## src/rtl/simmem_pkg.sv

```systemverilog
// Shared parameters and types for the simulated memory controller.
// Holds bank capacities, ID count, release-delay width and slot states.
package simmem_pkg;

  localparam int unsigned WRspBankCapa = 4;
  localparam int unsigned NumIds = 4;
  localparam int unsigned RelDelayW = 6;

  typedef enum logic [1:0] {
    IDLE  = 2'd0,
    COUNT = 2'd1,
    ARMED = 2'd2
  } rel_slot_state_e;

endpackage

```

## src/rtl/simmem_release_slot.sv

```systemverilog
// One release slot: holds state, delay counter and AXI ID of a reservation.
// Ports: clk/rst, enq (accepted notice), delay, new_id, rel (slot freed),
// armed/active status and the stored one-hot id.
module simmem_release_slot #(
  parameter int unsigned NumIds = simmem_pkg::NumIds,
  parameter int unsigned DelayW = simmem_pkg::RelDelayW
) (
  input  logic              clk,
  input  logic              rst,
  input  logic              enq,
  input  logic [DelayW-1:0] delay,
  input  logic [NumIds-1:0] new_id,
  input  logic              rel,
  output logic              armed,
  output logic              active,
  output logic [NumIds-1:0] id
);

  simmem_pkg::rel_slot_state_e state_q, state_d;
  logic [DelayW-1:0] cnt_q, cnt_d;
  logic [NumIds-1:0] id_q, id_d;

  always_ff @(posedge clk) begin
    if (rst) begin
      state_q <= simmem_pkg::IDLE;
      cnt_q   <= '0;
      id_q    <= '0;
    end else begin
      state_q <= state_d;
      cnt_q   <= cnt_d;
      id_q    <= id_d;
    end
  end

  always_comb begin
    state_d = state_q;
    cnt_d   = cnt_q;
    id_d    = id_q;
    case (state_q)
      simmem_pkg::IDLE: begin
        if (enq) begin
          state_d = simmem_pkg::COUNT;
          cnt_d   = delay;
          id_d    = new_id;
        end
      end
      simmem_pkg::COUNT: begin
        if (cnt_q == '0) state_d = simmem_pkg::ARMED;
        else cnt_d = cnt_q - DelayW'(1);
      end
      simmem_pkg::ARMED: begin
        if (rel) state_d = simmem_pkg::IDLE;
      end
      default: state_d = simmem_pkg::IDLE;
    endcase
  end

  assign armed  = (state_q == simmem_pkg::ARMED);
  assign active = (state_q == simmem_pkg::COUNT) ||
                  (state_q == simmem_pkg::ARMED);
  assign id     = id_q;

endmodule

```

## src/rtl/simmem_release_scheduler.sv

```systemverilog
// Delay-driven release scheduler for one response bank, keeping AXI per-ID
// order. Ports: enq_* reservation notice, release_en_o releasable slots,
// released_addr_onehot_i freed slots, active_o occupancy, err_o sticky error.
module simmem_release_scheduler #(
  parameter int unsigned NumSlots = simmem_pkg::WRspBankCapa,
  parameter int unsigned NumIds   = simmem_pkg::NumIds,
  parameter int unsigned DelayW   = simmem_pkg::RelDelayW
) (
  input  logic                clk_i,
  input  logic                rst_i,
  input  logic                enq_valid_i,
  output logic                enq_ready_o,
  input  logic [NumSlots-1:0] enq_iid_onehot_i,
  input  logic [NumIds-1:0]   enq_id_onehot_i,
  input  logic [DelayW-1:0]   enq_delay_i,
  output logic [NumSlots-1:0] release_en_o,
  input  logic [NumSlots-1:0] released_addr_onehot_i,
  output logic [NumSlots-1:0] active_o,
  output logic                err_o
);

  logic [NumSlots-1:0] armed, active, same_id;
  logic [NumSlots-1:0] enq_fire, rel_fire;
  logic [NumSlots-1:0][NumIds-1:0] slot_id;
  // older_q[i][j]: slot j holds an earlier same-ID response than slot i
  logic [NumSlots-1:0][NumSlots-1:0] older_q;
  logic req_ok, bad, err_q;

  assign req_ok = $onehot(enq_iid_onehot_i) && $onehot(enq_id_onehot_i);
  assign enq_ready_o = req_ok && (|(enq_iid_onehot_i & ~active));
  assign enq_fire = (enq_valid_i && enq_ready_o) ? enq_iid_onehot_i : '0;
  assign rel_fire = released_addr_onehot_i & release_en_o;

  for (genvar g = 0; g < NumSlots; g++) begin : g_slot
    simmem_release_slot #(
      .NumIds(NumIds),
      .DelayW(DelayW)
    ) u_slot (
      .clk   (clk_i),
      .rst   (rst_i),
      .enq   (enq_fire[g]),
      .delay (enq_delay_i),
      .new_id(enq_id_onehot_i),
      .rel   (rel_fire[g]),
      .armed (armed[g]),
      .active(active[g]),
      .id    (slot_id[g])
    );
  end

  always_comb begin
    same_id      = '0;
    release_en_o = '0;
    for (int i = 0; i < NumSlots; i++) begin
      same_id[i] = active[i] & (|(slot_id[i] & enq_id_onehot_i));
      release_en_o[i] = armed[i] & ~(|older_q[i]);
    end
  end

  // A same-cycle release is excluded from the new row so no stale bit remains
  always_ff @(posedge clk_i) begin
    if (rst_i) begin
      older_q <= '0;
    end else begin
      for (int i = 0; i < NumSlots; i++) begin
        if (enq_fire[i]) older_q[i] <= same_id & ~rel_fire;
        else older_q[i] <= older_q[i] & ~rel_fire;
      end
    end
  end

  assign bad = (enq_valid_i && !req_ok) ||
               (|(released_addr_onehot_i & ~release_en_o));

  always_ff @(posedge clk_i) begin
    if (rst_i) err_q <= 1'b0;
    else if (bad) err_q <= 1'b1;
  end

  assign active_o = active;
  assign err_o    = err_q;

endmodule
```

## config.mk

```make
export PLATFORM = sky130hd
export DESIGN_NAME = simmem_release_scheduler
export DESIGN_NICKNAME = d
export VERILOG_FILES = /design/src/rtl/simmem_pkg.sv /design/src/rtl/simmem_release_slot.sv /design/src/rtl/simmem_release_scheduler.sv
export SDC_FILE = /design/constraint.sdc
export NUM_CORES = 1
export LEC_CHECK = 0
export CORE_MARGIN = 8
export CORE_UTILIZATION = 45
export DETAILED_ROUTE_END_ITERATION = 10
export PLACE_DENSITY = 0.68
export SLEW_MARGIN = 30
export SYNTH_ARGS = -nofsm -noshare
export SYNTH_HDL_FRONTEND = slang
export SYNTH_HIERARCHICAL = 1
export SYNTH_SLANG_ARGS = --single-unit
```

## constraint.sdc

```tcl
create_clock -name clk_i -period 5.29 [get_ports clk_i]
set_input_delay 1.587 -clock clk_i [delete_from_list [all_inputs] [get_ports clk_i]]
set_output_delay 1.587 -clock clk_i [all_outputs]
set_load 0.01 [all_outputs]
```

==> impl_metrics.toml, run 1 <==
[routing]
drc = 0
routed-via-count = 4263
via_per_inst = 5.95
drtIter0Drc = 277
routedWlPerCell_um = 16.9
drt_first_pass_iters = 5
finalWirelength_um = 12100
drtAntennaViolNets = 0

[place]
post-dp-hpwl_um = 8670
port_buffers = 30
gp_congestion = 0.872
dp.cells = 699

[power_and_ir_drop]
p_clk_share_pct = 23.3
p_switching_uw = 940
p_leak_nw = 1.96
p_seq_share_pct = 26.1
max-vdd-ir-drop_mv = 0.232
p_sw_share_pct = 41.6
p_comb_share_pct = 50.6
internal_power_mw = 1.32
power.density_nw_per_um2 = 438

[final_layout]
utilization_pct = 53.2
n_fill_cell = 937
syn2layout_area_growth_pct = 16.2
finalNetCount = 629
final_cells = 716
n_antenna_cell = 0
drive_gt1_share_pct = 13.2

[worst_setup_path]
worstPathMaxFanout = 2
cp_cell_sequence = "clkdlybuf4s50_1 -> inv_1 -> fa_1 -> inv_1 -> ha_1 -> ha_1 -> nor2_2 -> nand2_2 -> nor2_1 -> buf_2"
worstPathArrival_ns = 3.60
cp.required_ns = 3.70
worstReg2RegStart = "g_slot[2].u_slot/state_q[0]"
rr_endpoint = "g_slot[0].u_slot/cnt_q[1]"
startpoint_type = "primary input"
crit_path_top_delay_cell = "fa_1"
slowest_delay_ns = 0.51
r2r_setup_slack_ns = 2.52
r2r_cells = 11
cp-end-kind = "output port"
path_class = "in -> out"

[cts]
insertion_delay_ns = 0.35
numClockSinks = 65
cts_tree = "yes"
cts_max_path_buffers = 2
numCtsBuffers = 9
clk_pin_slew_ns = 0.07
cts-root-buf = "clkbuf_8"
htree_levels = 3

[synth]
synth_area_leaders = "dfxtp_1 29%, ha_1 7.9%, a21oi_1 4.2%"
yosysSeqAreaShare_pct = 29.3
yosysWarnings = 6
synthSimpleGateAreaFrac_pct = 25.8
synth_top_area_cell = "dfxtp_1"
synth_xor_xnor_area_share_pct = 0
synthAdderAreaFrac_pct = 8.80
mappedNetlistArea_um2 = 4440
ys_types = 55
netlist_instances = 544
synth_compound_area_share_pct = 26.8
ys.flop_type = "dfxtp_1"
synth_mux_area_share_pct = 1.92
synth_top_family_by_area = "compound AO/OA/AOI/OAI gates"
synth_edf_count = 0
synth_async_sr_flop_share_pct = 0
ys_seq_elements = 65
synth.avg_cell_area_um2 = 8.15
yosys.area.top_type_share_pct = 29.3
synth_fp_nets = 595

[timing]
relSlewSlack_pct = 52.7
skew_ns = 0.0125
setup_viol = 0
min_period_ns = 5.18
fmax_mhz = 193
period_share_pct = 98.0
worst_pin_slew_ns = 0.710
rsz0062_at_grt = "false"
finalHoldViolations = 0
drv_slew = 0

[worst_hold_path]
holdPathStages = 2
hold_path_end = "g_slot[0].u_slot/id[2]"
hold_path_class = "reg -> reg"
min_from = "g_slot[0].u_slot/id[2]"

[global_routing]
grt_max_degree = 31
first_global_vias = 4080
grt_overflow_total = 0
grt_pass1_wl_um = 20000
antenna_found_initial = 0
track_usage_pct = 18.7

[floorplan]
die_x_um = 115
start_util_pct = 45.8
rows = 36
coreArea_um2 = 9680
io_pins = 31
die_h_um = 115
die_area_um2 = 13300

[status]
status = "finished clean"

[job]
drv_cap = 0
worst max-delay path by stage:
stage / end / start / cells after the start
floorplan: enq_ready_o / enq_iid_onehot_i[0] / 9
finish: enq_ready_o / enq_id_onehot_i[0] / 10
CTS: enq_ready_o / enq_id_onehot_i[0] / 10
detailed placement: enq_ready_o / enq_iid_onehot_i[0] / 10
global placement: enq_ready_o / enq_id_onehot_i[1] / 10
global route: enq_ready_o / enq_id_onehot_i[0] / 10
critical path, delay by kind of cell:
family        cells  cell delay, ns
fa+ha+maj         3            0.99
simple gates      3            0.28
buf+inv           4            0.74
flip-flops by register name, summed over array words and instances (netlist names):
register               flops
err_o                      1
older_q                   16
g_slot.u_slot/cnt_q       24
g_slot.u_slot/state_q      8
g_slot.u_slot/id          16
stage by stage:
step | area [um2] | total power [mW] | hold WS (ns) | setup TNS [ns] | setup WS, ns
final | 5150 | 2.26 | 0.464 | 0 | 0.105
after global placement | 4890 | 1.71 | 0.441 | -0.390 | -0.390
after CTS | 5140 | 2.26 | 0.460 | 0 | 0.00643
after floorplan | 4440 | 1.43 | 0.436 | 0 | 0.503
after global routing | 5150 | 2.41 | 0.480 | 0 | 0.0264
after detailed placement | 4890 | 1.73 | 0.451 | -0.435 | -0.435
cells in the mapped netlist (16+ instances only):
library cell / n
a21oi_1: 37
dfxtp_1: 65
ha_1: 28
inv_1: 49
nand2_1: 36
nand2b_1: 18
nand3_1: 35
nand4_1: 21
nor2_1: 34
nor3_1: 20
o211ai_1: 16
o21ai_0: 24
power by group through the flow:
stage                     Clock [mW]  Combinational (mW)  Sequential (mW)
after floorplan                    0               0.841            0.586
after global placement             0                1.11            0.597
after detailed placement           0                1.13            0.598
after CTS                      0.535                1.14            0.587
after global routing           0.556                1.26            0.596
final                          0.527                1.14            0.589
final cells by class:
class / instances / area, um2 / share of cell area, %
Timing Repair Buffer: 49 / 442 / 8.57
Sequential cell: 65 / 1300 / 25.2
Inverter: 50 / 188 / 3.64
Multi-Input combinational cell: 403 / 2810 / 54.6
Tap cell: 133 / 166 / 3.23
Clock inverter: 6 / 105 / 2.04
Clock buffer: 10 / 138 / 2.67
placed cells by master (no fill, tap or decap), types with 6 or more instances in the layout:
cell,instances
a21oi_1,37
o211ai_1,16
nand4b_1,6
o21ai_0,24
nor2b_1,8
dfxtp_1,65
a22oi_1,8
nand3_1,35
nor4_1,6
clkbuf_8,10
nand2b_1,18
inv_1,49
buf_4,19
nor3_1,20
o21ai_1,8
clkdlybuf4s50_1,23
nor2_1,33
a211oi_1,8
ha_1,28
o31a_1,8
nand4_1,21
a2111oi_2,8
nand2_1,35
logic make-up after synthesis:
kind of cell,after synthesis
and+or+nand+nor,204
AOI/OAI and AO/OA,161
buffers and inverters,76
DFF,65
adders and majority gates,30
muxes,8
routing by layer:
metal | track usage, % | wire [um] | vias up
li1 | - | - | 2099
met1 | 24.2 | 5730 | 1999
met2 | 29.7 | 5380 | 146
met3 | 4.46 | 710 | 19
met4 | 6.04 | 245 | 0
met5 | 0 | 0 | -
what timing repair did:
item | in CTS | in global routing
hold buffers | 0 | 0
setup endpoints to repair | 1 | 1
pin swaps | 1 | 3
gates resized for setup | 6 | 5
setup buffers | 1 | 0
cloned | 0 | 0
No activity file was read; power rests on OpenSTA's default activity.
==> run 2: changes to the inputs <==
--- a/config.mk
+++ b/config.mk
@@ -5,10 +5,13 @@
 export SDC_FILE = /design/constraint.sdc
 export NUM_CORES = 1
 export LEC_CHECK = 0
+export CELL_PAD_IN_SITES_DETAIL_PLACEMENT = 1
+export CELL_PAD_IN_SITES_GLOBAL_PLACEMENT = 1
 export CORE_MARGIN = 8
 export CORE_UTILIZATION = 45
 export DETAILED_ROUTE_END_ITERATION = 10
-export PLACE_DENSITY = 0.68
+export GPL_TIMING_DRIVEN = 0
+export PLACE_DENSITY = 0.85
 export SLEW_MARGIN = 30
 export SYNTH_ARGS = -nofsm -noshare
 export SYNTH_HDL_FRONTEND = slang
==> run 2 against run 1 <==
Sequential power hardly changed. Combinational power is 6% higher. Sequential share of layout area increased by 0.25 points. Flip-flop and latch count stayed put. Cell count increased by 0.98%. Clock-buffer cell count grew 2. Via count up 4.9%. Global-route usage up 3.2 points. Largest cell class unchanged. Largest power group unchanged.
==> impl_metrics.toml, run 2 (same netlist as run 1, synthesis figures left out) <==
[power_and_ir_drop]
p_clk_share_pct = 20.8
p_switching_mw = 1.01
internal_power_mw = 1.26
p_comb_share_pct = 53.2
p_seq_share_pct = 26.0
max-vdd-ir-drop_mv = 0.213
p_sw_share_pct = 44.4
power.density_nw_per_um2 = 446
p_leak_nw = 1.89

[worst_setup_path]
crit_path_top_delay_cell = "fa_1"
startpoint_type = "primary input"
cp.required_ns = 3.70
worstReg2RegStart = "g_slot[0].u_slot/state_q[0]"
r2r_cells = 11
path_class = "in -> out"
cp_cell_sequence = "clkdlybuf4s15_2 -> inv_1 -> fa_1 -> inv_1 -> ha_1 -> ha_1 -> nor2_2 -> nand2_1 -> nor2_1 -> buf_2"
rr_endpoint = "g_slot[2].u_slot/cnt_q[1]"
worstPathArrival_ns = 3.60
critPathBufInv = 4
r2r_setup_slack_ns = 2.56
cp-end-kind = "output port"
path_delay_family = "adder cells"
worstPathMaxFanout = 9
slowest_delay_ns = 0.49

[global_routing]
antenna_found_initial = 0
grt_overflow_total = 0
grt_max_degree = 22
grt_pass1_wl_um = 23300
track_usage_pct = 21.9
first_global_vias = 4627

[final_layout]
n_antenna_cell = 0
multi_input_area_um2 = 2810
drive_gt1_share_pct = 12.7
mostFrequentLayoutCells = "65 x dfxtp_1, 49 x inv_1, 37 x a21oi_1, 36 x nand2_1, 35 x nand3_1"
final_cells = 723
syn2layout_area_growth_pct = 15.1
final_common_cell = "dfxtp_1"
largest_reg_flops = 24
n_fill_cell = 1211
largest-register = "g_slot.u_slot/cnt_q"
finalNetCount = 636
stdcell_area_um2 = 5100
ff_latch_area_um2 = 1300

[routing]
drc = 0
routed-via-count = 4471
routedWlPerCell_um = 19.6
drtAntennaViolNets = 0
via_per_inst = 6.18
drt_first_pass_iters = 5
drtIter0Drc = 273
finalWirelength_um = 14200

[job]
drv_cap = 0

[floorplan]
start_util_pct = 45.8
coreArea_um2 = 9680
io_pins = 31
die_h_um = 115
die_x_um = 115
die_area_um2 = 13300
rows = 36

[timing]
min_period_ns = 5.19
relSlewSlack_pct = 43.1
drv_slew = 0
finalHoldViolations = 0
rsz0062_at_grt = "false"
fmax_mhz = 193
worst_pin_slew_ns = 0.852
period_share_pct = 98.0
skew_ns = 0.00903
setup_viol = 0

[cts]
numCtsBuffers = 9
insertion_delay_ns = 0.36
htree_levels = 3
clk_pin_slew_ns = 0.08
post_cts_buffers = 0
cts-root-buf = "clkbuf_8"
cts_tree = "yes"
numClockSinks = 65
cts_max_path_buffers = 2

[worst_hold_path]
min_from = "g_slot[3].u_slot/id[3]"
holdPathStages = 2
hold_path_end = "g_slot[3].u_slot/id[3]"
hold_path_class = "reg -> reg"

[place]
dp.cells = 707
port_buffers = 30
place_area_um2 = 4900
post-dp-hpwl_um = 10400
gp_congestion = 0.847

[status]
status = "finished clean"
run 2: how the worst max path moves through the flow:
stage | start | endpoint | slack, ns | cells past startpoint
3_5_place_dp | enq_id_onehot_i[0] | enq_ready_o | -0.83 | 10
6_report | enq_id_onehot_i[3] | enq_ready_o | 0.10 | 10
3_3_place_gp | enq_id_onehot_i[0] | enq_ready_o | -0.74 | 10
4_1_cts | enq_iid_onehot_i[0] | enq_ready_o | 0.08 | 11
2_1_floorplan | enq_iid_onehot_i[0] | enq_ready_o | 0.50 | 9
5_1_grt | enq_id_onehot_i[3] | enq_ready_o | 0.007 | 10
run 2: per-stage QoR:
| stage | util, % | hold slack [ns] | setup slack, ns | TNS [ns] | power (mW) |
|---|---|---|---|---|---|
| 3_3_place_gp | 50.6 | 0.442 | -0.735 | -0.735 | 1.74 |
| 4_1_cts | 52.8 | 0.461 | 0.0806 | 0 | 2.27 |
| 2_1_floorplan | - | 0.436 | 0.503 | 0 | 1.43 |
| 3_5_place_dp | 50.6 | 0.450 | -0.825 | -0.890 | 1.79 |
| 5_1_grt | 52.7 | 0.482 | 0.00659 | 0 | 2.42 |
| 6_report | 52.7 | 0.462 | 0.105 | 0 | 2.27 |
run 2: cell type report:
class	instances	area share (%)
Buffer	26	2.70
Clock buffer	12	3.24
Clock inverter	4	0.981
Inverter	50	3.68
Multi-Input combinational cell	403	55.1
Sequential cell	65	25.5
Tap cell	133	3.26
Timing Repair Buffer	30	5.57
run 2: what timing repair did:
item | 4_1_cts | 5_1_grt
setup endpoints to repair | 1 | 1
hold buffers | 0 | 0
gates resized for setup | 26 | 2
run 2: power by group through the flow:
stage	logic (mW)	registers (mW)	clock network [mW]
after floorplan	0.841	0.586	0
after global placement	1.14	0.597	0
after detailed placement	1.19	0.602	0
after CTS	1.20	0.590	0.480
after global routing	1.32	0.599	0.498
final	1.21	0.591	0.474
run 2: tightest hold or removal path, delay by kind of cell (launching register included):
kind	cells	cell delay, ns
AOI/OAI and AO/OA	1	0.05
DFF	1	0.32
and+or+nand+nor	1	0.05
run 2: layer usage:
layer,vias up,track usage [%],share of wire [%]
li1,2112,-,-
met1,2230,26.6,45
met2,106,37.9,50
met3,23,3.73,3.7
met4,0,7.97,2.2
met5,-,0,0
==> run 3: changes to the inputs <==
--- a/config.mk
+++ b/config.mk
@@ -9,6 +9,7 @@
 export CELL_PAD_IN_SITES_GLOBAL_PLACEMENT = 1
 export CORE_MARGIN = 8
 export CORE_UTILIZATION = 45
+export CTS_CLUSTER_DIAMETER = 150
 export DETAILED_ROUTE_END_ITERATION = 10
 export GPL_TIMING_DRIVEN = 0
 export PLACE_DENSITY = 0.85
==> constraint.sdc (replaced) <==
create_clock -name clk_i -period 6.69 [get_ports clk_i]
set_input_delay 2.007 -clock clk_i [delete_from_list [all_inputs] [get_ports clk_i]]
set_output_delay 2.007 -clock clk_i [all_outputs]
set_load 0.01 [all_outputs]
==> run 3 against run 2 <==
Sequential share of layout area is essentially flat. Routed wire length is 0.29% lower. Non-clock buffer count unchanged. Worst hold slack worse by 0.0011 ns. Clock-buffer cell count stayed put. Clock skew hardly changed. Cell count stayed put. Combinational power is 21% lower. Setup slack better by 0.025 ns. Global-route usage hardly changed. Critical path depth rose by 1.
==> impl_metrics.toml, run 3 (same netlist as run 1, synthesis figures left out) <==
[global_routing]
grt_pass1_wl_um = 23200
met3_usage_pct = 3.73
grt_max_degree = 22
track_usage_pct = 21.9
use_met1_pct = 26.6
top_usage_layer = "met2"
first_global_vias = 4620
antenna_found_initial = 0
grt_overflow_total = 0
grtUsageMet2_pct = 38.0

[floorplan]
die_area_um2 = 13300
start_util_pct = 45.8
rows = 36
die_x_um = 115
die_h_um = 115
io_pins = 31
coreArea_um2 = 9680

[timing]
period_share_pct = 98.1
rsz0062_at_grt = "false"
whs_ns = 0.461
worst_pin_slew_ns = 0.870
timing.final.ws_setup_ns = 0.130
min_period_ns = 6.56
relSlewSlack_pct = 41.8
drv_slew = 0
fmax_mhz = 152
tns_ns = 0
skew_ns = 0.00890
setup_viol = 0
finalHoldViolations = 0

[worst_setup_path]
slowest_delay_ns = 0.55
path_class = "in -> out"
critPathBufInv = 5
cp-end-kind = "output port"
cp_cell_sequence = "dlygate4sd2_1 -> inv_1 -> fa_1 -> inv_1 -> ha_1 -> ha_1 -> and4bb_1 -> buf_6 -> nand2_1 -> nor2_1 -> clkdlybuf4s50_1"
startpoint_type = "primary input"
worstPathArrival_ns = 4.55
r2r_setup_slack_ns = 3.96
path_delay_family = "buffers and inverters"
worstPathMaxFanout = 9
cp.required_ns = 4.68
crit_path_top_delay_cell = "clkdlybuf4s50_1"

[final_layout]
final_common_cell = "dfxtp_1"
finalNetCount = 636
largest_reg_flops = 24
stdcell_area_um2 = 5100
drive_gt1_share_pct = 11.9
final_cells = 723
multi_input_area_um2 = 2810
ff_latch_area_um2 = 1300
syn2layout_area_growth_pct = 15.0
mostFrequentLayoutCells = "65 x dfxtp_1, 49 x inv_1, 37 x a21oi_1, 36 x nand2_1, 35 x nand3_1"
utilization_pct = 52.6
n_antenna_cell = 0
largest-register = "g_slot.u_slot/cnt_q"
n_fill_cell = 1211

[place]
gp_congestion = 0.847
dp.cells = 707
dp_slack_ns = -0.265
place_area_um2 = 4900
port_buffers = 30
post-dp-hpwl_um = 10400

[power_and_ir_drop]
max-vdd-ir-drop_mv = 0.168
design_power_total_mw = 1.79
p_leak_nw = 1.89
power.density_nw_per_um2 = 352

[status]
status = "finished clean"

[routing]
drc = 0
drtIter0Drc = 266
drtAntennaViolNets = 0
routedWlPerCell_um = 19.5
drt_first_pass_iters = 5
routed-via-count = 4457
finalWirelength_um = 14100
via_per_inst = 6.16

[cts]
htree_levels = 3
cts_tree = "yes"
clk_pin_slew_ns = 0.08
cts-root-buf = "clkbuf_8"
cts_max_path_buffers = 2
post_cts_buffers = 0
insertion_delay_ns = 0.36
numCtsBuffers = 9
numClockSinks = 65
hold_buffers = 0

[worst_hold_path]
hold_path_class = "reg -> reg"

[job]
drv_cap = 0
run 3: cell count changes in the layout (fill, tap and decap cells not counted):
cell	previous run	this run
buf_2	12	8
clkbuf_2	0	3
clkdlybuf4s15_2	3	0
dlygate4sd2_1	0	3
clkdlybuf4s50_1	23	24
nor2_1	33	34
nor2_2	1	0
run 3: final timing paths:
kind | startpoint | endpoint | cells past startpoint
worst max-delay path | enq_iid_onehot_i[0] | enq_ready_o | 11
worst min-delay path | g_slot[3].u_slot/id[3] | g_slot[3].u_slot/id[3] | 2
worst min register to register | g_slot[3].u_slot/id[3] | g_slot[3].u_slot/id[3] | 2
worst max register to register | g_slot[0].u_slot/state_q[0] | g_slot[2].u_slot/cnt_q[1] | 11
run 3: tightest hold or removal path: cells and delay by family (launching register included):
family          cells  cell delay [ns]
compound gates      1             0.05
simple gates        1             0.05
flops               1             0.32
run 3: power breakdown:
part | leakage (nW) | internal (mW) | switching, mW
clock network | 0.105 | 0.202 | 0.171
logic | 1.26 | 0.372 | 0.582
registers | 0.526 | 0.425 | 0.0422
run 3: final cells by class:
type,instances,area share (%)
Inverter,50,3.68
Multi-Input combinational cell,403,55.1
Buffer,26,2.70
Sequential cell,65,25.5
Timing Repair Buffer,30,5.52
Clock inverter,4,0.982
Clock buffer,12,3.24
Tap cell,133,3.26
run 3: per-layer routing:
metal | part of all wire, % | vias to the layer above
met5 | 0 | -
li1 | - | 2118
met3 | 3.8 | 21
met4 | 2.1 | 0
met2 | 50 | 102
met1 | 45 | 2216
run 3: timing repair:
action                     4_1_cts  5_1_grt
setup endpoints to repair        1        1
cloned                           0        0
pin swaps                        0        0
gates resized for setup          7        5
